--- src/rtl/max7219_frame_rx.sv ---
// MAX7219 3-wire serial frame receiver with a shadow copy of the device register file.
// Samples LOAD/CLK/DIN in the system clock domain and decodes 16-bit MSB-first frames.
module max7219_frame_rx #(
    parameter int unsigned SYNC_STAGES = 2
) (
    input  logic       clk,
    input  logic       rst_n,
    input  logic       sclk_in,
    input  logic       din_in,
    input  logic       load_in,
    output logic       frame_valid,
    output logic       frame_err,
    output logic [3:0] frame_addr,
    output logic [7:0] frame_data,
    input  logic [2:0] rd_sel,
    output logic [7:0] rd_digit,
    output logic [7:0] decode_mode,
    output logic [3:0] intensity,
    output logic [2:0] scan_limit,
    output logic       shutdown_n,
    output logic       display_test
);

    typedef enum logic {StIdle, StShift} state_t;

    logic [SYNC_STAGES-1:0] r_sclk_sync;
    logic [SYNC_STAGES-1:0] r_din_sync;
    logic [SYNC_STAGES-1:0] r_load_sync;
    logic                   r_sclk_hist;
    logic                   r_load_hist;

    logic w_sclk;
    logic w_din;
    logic w_load;
    logic w_sclk_rise;
    logic w_load_rise;
    logic w_load_fall;

    // load resets high so a link held low through reset still yields a falling edge
    always_ff @(posedge clk or negedge rst_n) begin
        if (!rst_n) begin
            r_sclk_sync <= '0;
            r_din_sync  <= '0;
            r_load_sync <= '1;
            r_sclk_hist <= 1'b0;
            r_load_hist <= 1'b1;
        end else begin
            r_sclk_sync <= {r_sclk_sync[SYNC_STAGES-2:0], sclk_in};
            r_din_sync  <= {r_din_sync[SYNC_STAGES-2:0], din_in};
            r_load_sync <= {r_load_sync[SYNC_STAGES-2:0], load_in};
            r_sclk_hist <= w_sclk;
            r_load_hist <= w_load;
        end
    end

    assign w_sclk      = r_sclk_sync[SYNC_STAGES-1];
    assign w_din       = r_din_sync[SYNC_STAGES-1];
    assign w_load      = r_load_sync[SYNC_STAGES-1];
    assign w_sclk_rise = w_sclk & ~r_sclk_hist;
    assign w_load_rise = w_load & ~r_load_hist;
    assign w_load_fall = ~w_load & r_load_hist;

    state_t      r_state;
    state_t      w_state_next;
    // D15..D12 are don't-care, so only the low 12 frame bits are retained
    logic [11:0] r_shift;
    logic [11:0] w_shift_next;
    logic [4:0]  r_cnt;
    logic [4:0]  w_cnt_next;
    logic        w_eval;
    logic        w_frame_ok;
    logic [3:0]  w_addr;
    logic [7:0]  w_data;

    always_ff @(posedge clk or negedge rst_n) begin
        if (!rst_n) begin
            r_state <= StIdle;
            r_shift <= '0;
            r_cnt   <= '0;
        end else begin
            r_state <= w_state_next;
            r_shift <= w_shift_next;
            r_cnt   <= w_cnt_next;
        end
    end

    // A coincident sclk rise is shifted before the load rise is evaluated
    always_comb begin
        w_state_next = r_state;
        w_shift_next = r_shift;
        w_cnt_next   = r_cnt;
        w_eval       = 1'b0;
        case (r_state)
            StIdle: begin
                if (w_load_fall) begin
                    w_shift_next = '0;
                    w_cnt_next   = '0;
                    w_state_next = StShift;
                end
            end
            StShift: begin
                if (w_sclk_rise) begin
                    w_shift_next = {r_shift[10:0], w_din};
                    if (r_cnt != 5'd31) begin
                        w_cnt_next = r_cnt + 5'd1;
                    end
                end
                if (w_load_rise) begin
                    w_eval       = 1'b1;
                    w_state_next = StIdle;
                end
            end
            default: w_state_next = StIdle;
        endcase
    end

    assign w_frame_ok = w_eval && (w_cnt_next == 5'd16);
    assign w_addr     = w_shift_next[11:8];
    assign w_data     = w_shift_next[7:0];

    logic       r_frame_valid;
    logic       r_frame_err;
    logic [3:0] r_frame_addr;
    logic [7:0] r_frame_data;
    logic [7:0] r_digit [0:7];
    logic [7:0] r_decode_mode;
    logic [3:0] r_intensity;
    logic [2:0] r_scan_limit;
    logic       r_shutdown_n;
    logic       r_display_test;

    always_ff @(posedge clk or negedge rst_n) begin
        if (!rst_n) begin
            r_frame_valid  <= 1'b0;
            r_frame_err    <= 1'b0;
            r_frame_addr   <= '0;
            r_frame_data   <= '0;
            for (int i = 0; i < 8; i++) begin
                r_digit[i] <= '0;
            end
            r_decode_mode  <= '0;
            r_intensity    <= '0;
            r_scan_limit   <= '0;
            r_shutdown_n   <= 1'b0;
            r_display_test <= 1'b0;
        end else begin
            r_frame_valid <= w_frame_ok;
            r_frame_err   <= w_eval & ~w_frame_ok;
            if (w_frame_ok) begin
                r_frame_addr <= w_addr;
                r_frame_data <= w_data;
                for (int i = 0; i < 8; i++) begin
                    if (w_addr == 4'(i + 1)) begin
                        r_digit[i] <= w_data;
                    end
                end
                case (w_addr)
                    4'h9:    r_decode_mode  <= w_data;
                    4'hA:    r_intensity    <= w_data[3:0];
                    4'hB:    r_scan_limit   <= w_data[2:0];
                    4'hC:    r_shutdown_n   <= w_data[0];
                    4'hF:    r_display_test <= w_data[0];
                    default: ;
                endcase
            end
        end
    end

    assign frame_valid  = r_frame_valid;
    assign frame_err    = r_frame_err;
    assign frame_addr   = r_frame_addr;
    assign frame_data   = r_frame_data;
    assign rd_digit     = r_digit[rd_sel];
    assign decode_mode  = r_decode_mode;
    assign intensity    = r_intensity;
    assign scan_limit   = r_scan_limit;
    assign shutdown_n   = r_shutdown_n;
    assign display_test = r_display_test;

endmodule

--- config.mk ---
export PLATFORM = sky130hd
export DESIGN_NAME = max7219_frame_rx
export DESIGN_NICKNAME = d
export VERILOG_FILES = /design/src/rtl/max7219_frame_rx.sv
export SDC_FILE = /design/constraint.sdc
export NUM_CORES = 1
export LEC_CHECK = 0
export CORE_ASPECT_RATIO = 0.9
export CORE_MARGIN = 3
export CORE_UTILIZATION = 44
export DETAILED_ROUTE_END_ITERATION = 10
export DONT_BUFFER_PORTS = 1
export GPL_TIMING_DRIVEN = 1
export PLACE_DENSITY = 0.68
export SLEW_MARGIN = 20
export SYNTH_ARGS = -nofsm -noshare
export SYNTH_HDL_FRONTEND = slang
export SYNTH_SLANG_ARGS = --single-unit
--- constraint.sdc ---
create_clock -name clk -period 6.75 [get_ports clk]
set_clock_uncertainty 0.15 [all_clocks]
set_input_delay 1.35 -clock clk [delete_from_list [all_inputs] [get_ports clk]]
set_output_delay 1.35 -clock clk [all_outputs]
set_load 0.01 [all_outputs]
==> impl_results.md <==
- Crit start category: flop
- Die W: around 120 µm
- Io pins: 47
- Final Hold Fails: 0
- Root Buffer: clkbuf_16
- Num rows: 38
- R2r startpoint: r_state
- Static leakage: around 0.003 µW
- Final ANT Viol Nets: 0
- First-pass GRT wire length: roughly 20000 µm
- Outcome: finished, final reports clean
- Netlist cell types: between 50 and 60
- Starting DRT DRC Count: 294
- CP max-delay cell: dfrtp_1
- Worst Setup SP: r_state
- Switching Share: a little over a fifth
- Sequential cell area fraction in the yosys report: a little over half
- Layout cells sized above 1: between 40% and 50%
- Layout Nets: slightly below 400
- Placer Congestion: 0.861
- Critical Setup Path Class: flop to flop
- WHS Endpoint: r_din_sync[1]
- Slew @ Worst Pin: 0.938 ns
- Diode count: 0
- Clock-pin slew on the worst setup and hold paths: roughly 0.050 ns
- Clock Latency Late Sink: roughly 0.41 ns
- CP max stage delay: 0.95 ns
- Clk sink count: ~120
- Dominant cells by area after synthesis: dfrtp_1, mux2_2, mux2_4
- Antenna violations before repair: 0
- TritonCTS Buffers: 17
- Share of Yosys cell area claimed by the top area cell type: a little over half
- Post_cts resized: 0
- Sequential fraction of design power: 45.4%
- Hold buffer count at cts: 0
- Crit-path cells: and3b_1 -> a32o_1 -> nand4_2 -> or4b_4 -> or3_1 -> mux2_4
- CP Max Fanout: 30
- # DRC: 0
- Critical R2R Capture: r_digit[50]
- Die span in y: around 110 µm
- GRT Overall Usage: 18.2%
- Synth Flop Type: dfrtp_1
- Crit path required time: a little under 7 ns
- Die area: 14100 µm²
- Core ar.: ~12000 µm²
- Path depth of the worst reg2reg path: 6
- CP Capture Type: flop
- Mapped Area: approximately 5600 µm²
- Synthesis-to-layout area growth: 10.9%
- TritonCTS clock tree: built
- Asr flop ratio synth: 100%
- Remaining global-route overflow: 0
- WP buf/inv: 0
- Avg WL per Cell: between 20 and 25 µm
- Clock Path Buffers: 2
- Post-layout min period: 3.72 ns
- Final setup viols: 0
- First drt pass iteration count: 4
- Starting density of the core: a little under half
- Post-DP Area: 5650 µm²
- Clock power frac: 50.3%
- Synth Warn #: 0
- Cells after Synth: about 390
- Max Slew Vio Count: 0
- Total wire length: approximately 12000 µm
- R2r setup slk: 3.03 ns
- Area leader, netlist: dfrtp_1
- Number of synthesized flops with an enable pin: 0
- Worst vdd ir: between 150 and 200 µV
- Worst path depth: 6
- # Post-CTS Setup Buffers: 0
- P_sw: between 300 and 400 µW
- Via count of the first global-routing pass: around 3500
- P per Cell Area: 269 nW/µm²
- Post-synthesis average cell area: 14.4 µm²
- Detailed Place HPWL: around 7600 µm
- Arr. time, crit path: a little under 4 ns
- Fmax: around 270 MHz
- Fin crit share: 55.1%
- Via Count: between 3000 and 4000
- Syn Nets: roughly 400
- Largest net degree at the start of global routing: 122
- IO Port Bufs: 0
- Yosys reg bits: between 100 and 150
- Fill cells: slightly above 1000
- Htree depth: 4
- Worst hold stages: 0
- Max cap viols: 0
- Fin area: approximately 6200 µm²
- RSZ-0062 raised after global routing: false
- Top delay family on crit path: simple AND/OR/NAND/NOR gates
- Max-slew headroom: 37.2%
- P_int: 1300 µW
- Startpoint of the worst hold path: r_din_sync[0]
- Logic pwr share: under 10%
- Setup tns final: 0 ns
- DR vias/cell: roughly 5.9
- Worst Hold Class: flop to flop
==> worst reg2reg max path, cell delays in order, from the launching register on <==
cell and delay, ns:
dfrtp_1 0.95, and3b_1 0.40, a32o_1 0.27, nand4_2 0.21
or4b_4 0.63, or3_1 0.59, mux2_4 0.40
==> sequential cells by signal (all words and copies together), names as in the netlist <==
| name | count |
|---|---|
| decode_mode | 8 |
| display_test | 1 |
| frame_addr | 4 |
| frame_data | 8 |
| frame_err | 1 |
| frame_valid | 1 |
| intensity | 4 |
| r_cnt | 5 |
| r_digit | 64 |
| r_din_sync | 2 |
| r_load_hist | 1 |
| r_load_sync | 2 |
| r_sclk_hist | 1 |
| r_sclk_sync | 2 |
| r_shift | 12 |
| r_state | 1 |
| scan_limit | 3 |
| shutdown_n | 1 |
==> layout make-up <==
type                            instances  area (µm²)  share of cell area, %
Sequential cell                       121        3030                   48.9
Multi-Input combinational cell        233        2390                   38.5
Clock buffer                           26         489                   7.89
Tap cell                              160         200                   3.23
Clock inverter                          6        65.1                   1.05
Inverter                                5        18.8                  0.303
Timing Repair Buffer                    1        7.51                  0.121
==> cell usage in the layout, fill, tap and decap left out, drive strengths merged, types with 4 or more instances in the layout <==
cell type	n
nor2	6
mux2	100
clkbuf	26
dfrtp	118
o21ai	5
clkinv	4
nor3	5
mux4	16
nand2	38
o22ai	4
inv	5
a22o	11
==> through the flow <==
stage	total power, µW	instances	util, %	setup slack, ns	hold slack (ns)
after floorplan	830	389	-	2.13	0.181
after global routing	1730	552	50.8	2.82	0.207
after global placement	835	520	46.2	3.09	0.186
after detailed placement	839	520	46.2	3.09	0.186
final	1670	552	50.8	3.03	0.198
after CTS	1680	552	50.8	3.07	0.198
==> synth_stat cells, drive strengths merged, types with 2 or more instances <==
| master | instances |
|---|---|
| dfrtp | 118 |
| mux2 | 100 |
| nand2 | 38 |
| clkbuf | 16 |
| mux4 | 16 |
| buf | 14 |
| a22o | 11 |
| nor2 | 6 |
| inv | 5 |
| nor3 | 5 |
| o21ai | 5 |
| o22ai | 4 |
| a21oi | 3 |
| dfstp | 3 |
| nand2b | 3 |
| or4 | 3 |
| or4b | 3 |
| a31oi | 2 |
| a32o | 2 |
| a32oi | 2 |
| nand3b | 2 |
| nand4 | 2 |
| nand4b | 2 |
| nor2b | 2 |
| o311a | 2 |
==> power by group through the flow <==
stage                     clock network (µW)  registers, µW  logic (µW)
final                                    839            756        72.1
after global routing                     892            759        79.0
after CTS                                853            756        72.2
after detailed placement                   0            768        71.0
after global placement                     0            767        68.2
after floorplan                            0            760        70.9
==> how the worst max path moves through the flow <==
stage                             end
after floorplan           rd_digit[0]
after global placement    rd_digit[2]
after detailed placement  rd_digit[7]
after CTS                 r_digit[58]
after global routing      r_digit[44]
final                     r_digit[50]
==> per-layer routing <==
metal | up-vias | wire length, µm | share of wire [%] | track usage (%)
li1 | 1412 | - | - | -
met1 | 1680 | 5250 | 44 | 24.9
met2 | 120 | 5680 | 47 | 27.2
met3 | 24 | 819 | 6.8 | 5.99
met4 | 0 | 269 | 2.2 | 6.79
met5 | - | 0 | 0 | 0
==> cell families after synthesis <==
logic type / after synthesis / synth area share [%]
compound gates: 39 / 5.44
xor+xnor: 1 / 0.157
fa+ha+maj: 2 / 0.403
buf+inv: 35 / 3.22
flops: 121 / 54.2
mux: 117 / 29.2
simple gates: 74 / 7.36
(Power assumes the default switching activity.)
